$ cat src/rtl/prng_sched.sv
// prng_sched: shares an AES-CTR PRNG among NUM_REQ requesters (key load, warm-up mask, round-robin grants, per-key word budget)
module prng_sched #(
    parameter int NUM_REQ     = 2,
    parameter int KEY_WIDTH   = 128,
    parameter int AES_LATENCY = 10,
    parameter int WORD_LIMIT  = 65536
) (
    input  logic                 clk,
    input  logic                 rst,
    input  logic [KEY_WIDTH-1:0] cfg_key,
    input  logic                 cfg_key_valid,
    output logic                 prng_load_key,
    output logic [KEY_WIDTH-1:0] prng_key,
    output logic                 prng_rst,
    input  logic [255:0]         prng_word,
    input  logic [NUM_REQ-1:0]   req,
    output logic [NUM_REQ-1:0]   gnt,
    output logic [255:0]         rnd_word,
    output logic                 rnd_valid,
    output logic                 ready,
    output logic                 reseed_req
);
    localparam int PW = NUM_REQ > 1 ? $clog2(NUM_REQ) : 1;
    localparam int IW = $clog2(WORD_LIMIT + 1);
    localparam int WW = $clog2(AES_LATENCY + 1);
    typedef enum logic [2:0] {NOKEY, LOAD, WARMUP, RUN, EXHAUSTED} state_t;
    state_t        state;
    logic [WW-1:0] warm;
    logic [IW-1:0] issued;
    logic [PW-1:0] ptr;
    logic [PW-1:0] win;
    logic [PW-1:0] idx;
    logic          hit;
    always_comb begin
        win = ptr;
        idx = ptr;
        hit = 1'b0;
        for (int i = 1; i <= NUM_REQ; i++) begin
            idx = PW'((int'(ptr) + i) % NUM_REQ);
            if (!hit && req[idx]) begin
                win = idx;
                hit = 1'b1;
            end
        end
    end
    always_ff @(posedge clk) begin
        if (rst) begin
            state         <= NOKEY;
            warm          <= '0;
            issued        <= '0;
            ptr           <= PW'(NUM_REQ - 1);
            prng_key      <= '0;
            prng_load_key <= 1'b0;
            prng_rst      <= 1'b0;
            gnt           <= '0;
            rnd_word      <= '0;
            rnd_valid     <= 1'b0;
            ready         <= 1'b0;
            reseed_req    <= 1'b0;
        end else if (cfg_key_valid) begin
            state         <= LOAD;
            prng_key      <= cfg_key;
            issued        <= '0;
            prng_load_key <= 1'b1;
            prng_rst      <= 1'b1;
            gnt           <= '0;
            rnd_valid     <= 1'b0;
            ready         <= 1'b0;
            reseed_req    <= 1'b0;
        end else begin
            prng_load_key <= 1'b0;
            prng_rst      <= 1'b0;
            gnt           <= '0;
            rnd_valid     <= 1'b0;
            case (state)
                LOAD: begin
                    state <= WARMUP;
                    warm  <= '0;
                end
                WARMUP: begin
                    warm <= warm + WW'(1);
                    if (warm == WW'(AES_LATENCY - 1)) begin
                        state <= RUN;
                        ready <= 1'b1;
                    end
                end
                RUN: begin
                    if (hit && issued < IW'(WORD_LIMIT)) begin
                        gnt       <= NUM_REQ'(1) << win;
                        rnd_word  <= prng_word;
                        rnd_valid <= 1'b1;
                        ptr       <= win;
                        issued    <= issued + IW'(1);
                        if (issued == IW'(WORD_LIMIT - 1)) begin
                            state      <= EXHAUSTED;
                            ready      <= 1'b0;
                            reseed_req <= 1'b1;
                        end
                    end
                end
                default: ;
            endcase
        end
    end
endmodule
$ cat config.mk
export PLATFORM = sky130hd
export DESIGN_NAME = prng_sched
export DESIGN_NICKNAME = d
export VERILOG_FILES = /design/src/rtl/prng_sched.sv
export SDC_FILE = /design/constraint.sdc
export NUM_CORES = 1
export LEC_CHECK = 0
export ABC_AREA = 0
export CAP_MARGIN = 15
export CELL_PAD_IN_SITES_DETAIL_PLACEMENT = 1
export CELL_PAD_IN_SITES_GLOBAL_PLACEMENT = 2
export CORE_AREA = 2 2 304 306
export DETAILED_ROUTE_END_ITERATION = 12
export DIE_AREA = 0 0 306 308
export PLACE_DENSITY_LB_ADDON = 0.1
export SETUP_SLACK_MARGIN = 0.2
export SLEW_MARGIN = 20
export SYNTH_ARGS = -nofsm -noshare
export SYNTH_HDL_FRONTEND = slang
export SYNTH_SLANG_ARGS = --single-unit
$ cat constraint.sdc
create_clock -name clk -period 3.4 [get_ports clk]
set_input_delay 0.34 -clock clk [delete_from_list [all_inputs] [get_ports clk]]
set_output_delay 0.34 -clock clk [all_outputs]
set_load 0.02 [all_outputs]
**Word level (Yosys, flattened, before mapping)**

Index checks and enable logic that the tools add are counted.
Widths: inputs -> output; s select.

- Bits of input ports: 389
- Output and inout port bits: 391
- Bits in registers: 415
- Logic and storage cells: 71

- Order comparisons: 3
- Mux-type cells: 20
- Bitwise operators: 3
- Reductions and logical operators: 17
- Shifts and indexed selects: 1
- $add $sub $neg: 4
- Equal/unequal tests: 11

Operator list:

| cell | number |
|---|---|
| $add 17x1->17 const B | 1 |
| $eq 17x16->1 const B | 1 |
| $lt 17x17->1 const B | 1 |
| $mux 1 | 14 |
| $reduce_and 4->1 | 3 |
| $mux 3 | 3 |
| $ne 3x3->1 const B | 3 |
| $pmux 3 s3 | 1 |
| $pmux 4 s2 | 1 |
| $eq 3x2->1 const B | 2 |
| $ne 2x2->1 const B | 3 |
| $reduce_and 3->1 | 2 |
| $add 4x1->4 const B | 1 |
| $eq 4x4->1 const B | 1 |
| $lt 1x2->1 const B | 2 |
| $reduce_and 2->1 | 2 |
| $reduce_bool 2->1 | 2 |
| $reduce_bool 4->1 | 1 |
| $reduce_or 4->1 | 1 |
| $eq 3x1->1 const B | 1 |
| $not 1->1 | 3 |
| $reduce_bool 3->1 | 1 |
| $reduce_or 3->1 | 1 |
| $add 1x1->1 const B | 2 |
| other kinds (5) | 6 |

**Depth between registers and ports, before layout**

- Word-level depth: 11
- Depth in mapped cells: 9
- Depth with buffers taken out: 7

**Worst setup path after synthesis**

Ideal clock, no wire load.

- Kind: reg2reg
- Start: register issued[3]
- End: register issued[16]
- Setup time: 70 ps
- Slack: 1519 ps
- Data arrival time: 1811 ps
- Data required time: 3330 ps
- Stages on the path, launching flop included: 8
- Clock period less this slack: 1881 ps
- Path buffers: 1
- Cell sequence: dfxtp_1 nand4_1 or2_2 clkbuf_1 nor3_1 ha_1 or3_1 a21oi_1

- Cells in the longest elaborated chain, start to end: 3
- Elaborated cells between the ends (all ways): 4
- Classes of those cells: 1 x add/sub; 1 x order compare; 2 x reduce/logical

Ends and longest elaborated chain:

| element | RTL line | RTL |
|---|---|---|
| start, declared | 29 | `logic [IW-1:0] issued;` |
| start signal, assigned | 93 | `issued <= issued + IW'(1);` |
| $lt 17x17->1 | 88 | `if (hit && issued < IW'(WORD_LIMIT)) begin` |
| $logic_and 1x1->1 | 88 |  |
| $reduce_and 2->1 (no line) | n/a |  |

Several ways; a longest one is shown, not always the timed one.
A chain may end at the register's enable or synchronous reset.

**Worst setup path in the final report**

- Start: register state[0]
- End: register rnd_word[104]

- Cells in the longest elaborated chain, start to end: 2

Ends and longest elaborated chain:

| element | RTL line | RTL |
|---|---|---|
| start, declared | 27 | `state_t state;` |
| start signal, assigned | 48 | `state <= NOKEY;` |
| start signal, assigned | 61 | `state <= LOAD;` |
| start signal, assigned | 77 | `state <= WARMUP;` |
| $eq 3x2->1 | 75 | `case (state)` |
| $reduce_and 3->1 (no line) | n/a |  |
| end signal, assigned | 90 | `rnd_word <= prng_word;` |
| end, declared | 18 | `output logic [255:0] rnd_word,` |

Every way passes these cells.

==> flow_metrics.env <==
export IMPL_outcome="complete, no violations"
export IMPL_tightest_slew_ns=1.19
export IMPL_first_global_vias=15011
export IMPL_num_io_pins=780
export IMPL_start_kind="register"
export IMPL_p_sw_mw=2.79
export IMPL_syn_area_mm2=0.0146
export IMPL_start_util=0.160
export IMPL_dr_pass1_iters=4
export IMPL_grt_pass1_wl_mm=104
export IMPL_clkPwrFrac=0.470
export IMPL_syn_inst=1688
export IMPL_avgSynthCellArea_um2=8.63
export IMPL_track_usage=0.148
export IMPL_synthArstFlopShare=0
export IMPL_ys_types=37
export IMPL_ys_ff_latch=415
export IMPL_routed_wl_mm=72.8
export IMPL_die_area_mm2=0.0942
export IMPL_cts_setup_buffers=0
export IMPL_vias=14392
export IMPL_fmax_mhz=426
export IMPL_cp_required_ns=3.85
export IMPL_ys_warn_count=0
export IMPL_endpoint_kind="register"
export IMPL_ant_nets=0
export IMPL_finalSetupViolCount=0
export IMPL_placed_cell_area_mm2=0.0236
export IMPL_gp_congestion=0.748
export IMPL_dp_hpwl_mm=53.1
export IMPL_synthFlopType="dfxtp_1"
export IMPL_final_layout_size_suffix_gt1_frac=0.0392
export IMPL_drv_cap=0
export IMPL_antenna_found_initial=24
export IMPL_die_w_um=306
export IMPL_first_iter_violations=584
export IMPL_fin_crit_ns=2.35
export IMPL_crit_type="reg2reg"
export IMPL_slew_violations=0
export IMPL_cts_root_buf="clkbuf_16"
export IMPL_clockBufferDepth=3
export IMPL_dpl_cell_count=3545
export IMPL_clock_skew_ns=0.0123
export IMPL_synth_edff_count=0
export IMPL_cts_resized=0
export IMPL_ir_worst_vdd_v=0.000265
export IMPL_fin_setup_tns_ns=0
export IMPL_tritoncts="yes"
export IMPL_h_tree_depth=2
export IMPL_cp_arrival_ns=2.80
export IMPL_min_path_type="in2reg"
export IMPL_syn_nets=2081
export IMPL_critPathMaxFanout=86
export IMPL_insertion_delay_ns=0.60
export IMPL_grt_max_degree=123
export IMPL_mostFrequentLayoutCells="clkdlybuf4s50_1, nand2_1, dfxtp_1, a21oi_1, nor2_1"
export IMPL_yosysSeqAreaShare=0.570
export IMPL_netSwitchingFraction=0.239
export IMPL_clk_pin_slew_worst_paths_ns=0.06
export IMPL_cts_hold_fix_buffers=0
export IMPL_stdcell_count=3646
export IMPL_cts_made_buffers=53
export IMPL_relSlewSlack=0.205
export IMPL_via_per_inst=3.95
export IMPL_hold_viol_final=0
export IMPL_p_seq_frac=0.431
export IMPL_final_util=0.278
export IMPL_rsz0062_at_grt="false"
export IMPL_synth_top_cells_by_area="dfxtp_1, nand2_1, a21oi_1, mux2i_1, nor2_1"
export IMPL_yosysTopAreaCellShare=0.570
export IMPL_core_area_mm2=0.0910
export IMPL_die_h_um=308
export IMPL_clock_sinks=415
export IMPL_pwr_share_comb=0.100
export IMPL_internal_power_mw=8.89
export IMPL_fin_nets=2807
export IMPL_synth_top_cell_by_area="dfxtp_1"
export IMPL_routedWlPerCell_um=20.0
export IMPL_mostFrequentLayoutCell="clkdlybuf4s50_1"
export IMPL_drc=0
export IMPL_p_leak_nw=8.82
export IMPL_port_buffers=779
export IMPL_final_cell_area_mm2=0.0252
export IMPL_overflow=0
export IMPL_finalCritPeriodShare=0.691
export IMPL_row_count=111
export IMPL_areaGrowthSynthToFinish_pct=73.3
export IMPL_powerDensity_mw_per_mm2=463
synthesized netlist by cell type, types with 2 or more instances:
master and instances:
o31ai_1 3, nor2_1 142, inv_1 7, xnor2_1 6, clkbuf_1 73, buf_2 41, or4_1 4, o21bai_1 2
or3_1 8, nor3b_1 2, nand3b_1 2, or2_2 3, ha_1 4, nand3_1 10, a21oi_1 274, mux2_2 2
nor3_1 4, dfxtp_1 415, buf_4 2, o21ai_0 6, nand4_1 5, xor2_1 2, mux2i_1 130, buf_1 7
nand2_1 519, nor4_1 4
power by group through the flow:
stage / registers (mW) / clock network, mW / logic, mW
5_1_grt: 5.04 / 5.94 / 1.25
3_3_place_gp: 5.13 / 0 / 1.18
3_5_place_dp: 5.13 / 0 / 1.18
2_1_floorplan: 5.25 / 0 / 0.267
6_report: 5.03 / 5.49 / 1.16
4_1_cts: 5.03 / 5.78 / 1.19
worst paths after layout:
path / to / cells past startpoint / slack [ns] / start
worst max-delay path: rnd_word[104] / 5 / 1.05 / state[0]
worst min-delay path: prng_key[38] / 3 / 0.14 / cfg_key_valid
worst max register to register: rnd_word[104] / 5 / 1.05 / state[0]
worst min register to register: rnd_word[186] / 2 / 0.45 / rnd_word[186]
registers in the layout (all words and copies together) (netlist names), 2 cells and up:
name,flops
rnd_word,256
prng_key,128
issued,17
warm,4
state,3
gnt,2
critical path, cell delays in order, from the launching register on:
cell	delay [ns]
dfxtp_1	0.48
nand3b_1	0.38
or3_4	0.66
buf_12	0.26
nand2_1	0.18
a21oi_1	0.08
area by class of cell:
class,instances,area (um^2)
clock buffers,83,1550
multi-input cells,1141,5710
clock inverters,6,83.8
flip-flops and latches,415,8310
diodes,12,30.0
fillers,10462,65700
inverters,7,26.3
well taps,1186,1480
repair buffers,796,8060
through the flow:
stage | hold slack, ns | setup slack (ns) | total power, mW
floorplan | 0.452 | 1.52 | 5.52
global placement | 0.438 | 0.892 | 6.30
detailed placement | 0.447 | 0.879 | 6.32
CTS | 0.100 | 1.13 | 12.0
global route | 0.113 | 0.914 | 12.2
finish | 0.140 | 1.05 | 11.7
per-layer routing:
layer | up-vias | share of wire | GRT usage
met2 | 470 | 0.51 | 0.266
met1 | 6806 | 0.36 | 0.150
met5 | - | 0.0020 | 0
li1 | 6967 | - | -
met4 | 22 | 0.033 | 0.0579
met3 | 127 | 0.092 | 0.0635
kinds of logic after synthesis:
| group | after synthesis | share of synthesized area |
|---|---|---|
| adders and majority gates | 4 | 0.00344 |
| AOI/OAI and AO/OA | 286 | 0.0995 |
| muxes | 132 | 0.0909 |
| buffers and inverters | 132 | 0.0387 |
| and+or+nand+nor | 711 | 0.192 |
| xor gates and xnor gates | 8 | 0.00481 |
| DFF | 415 | 0.570 |
Note: power is estimated with default switching activity, not from simulation.
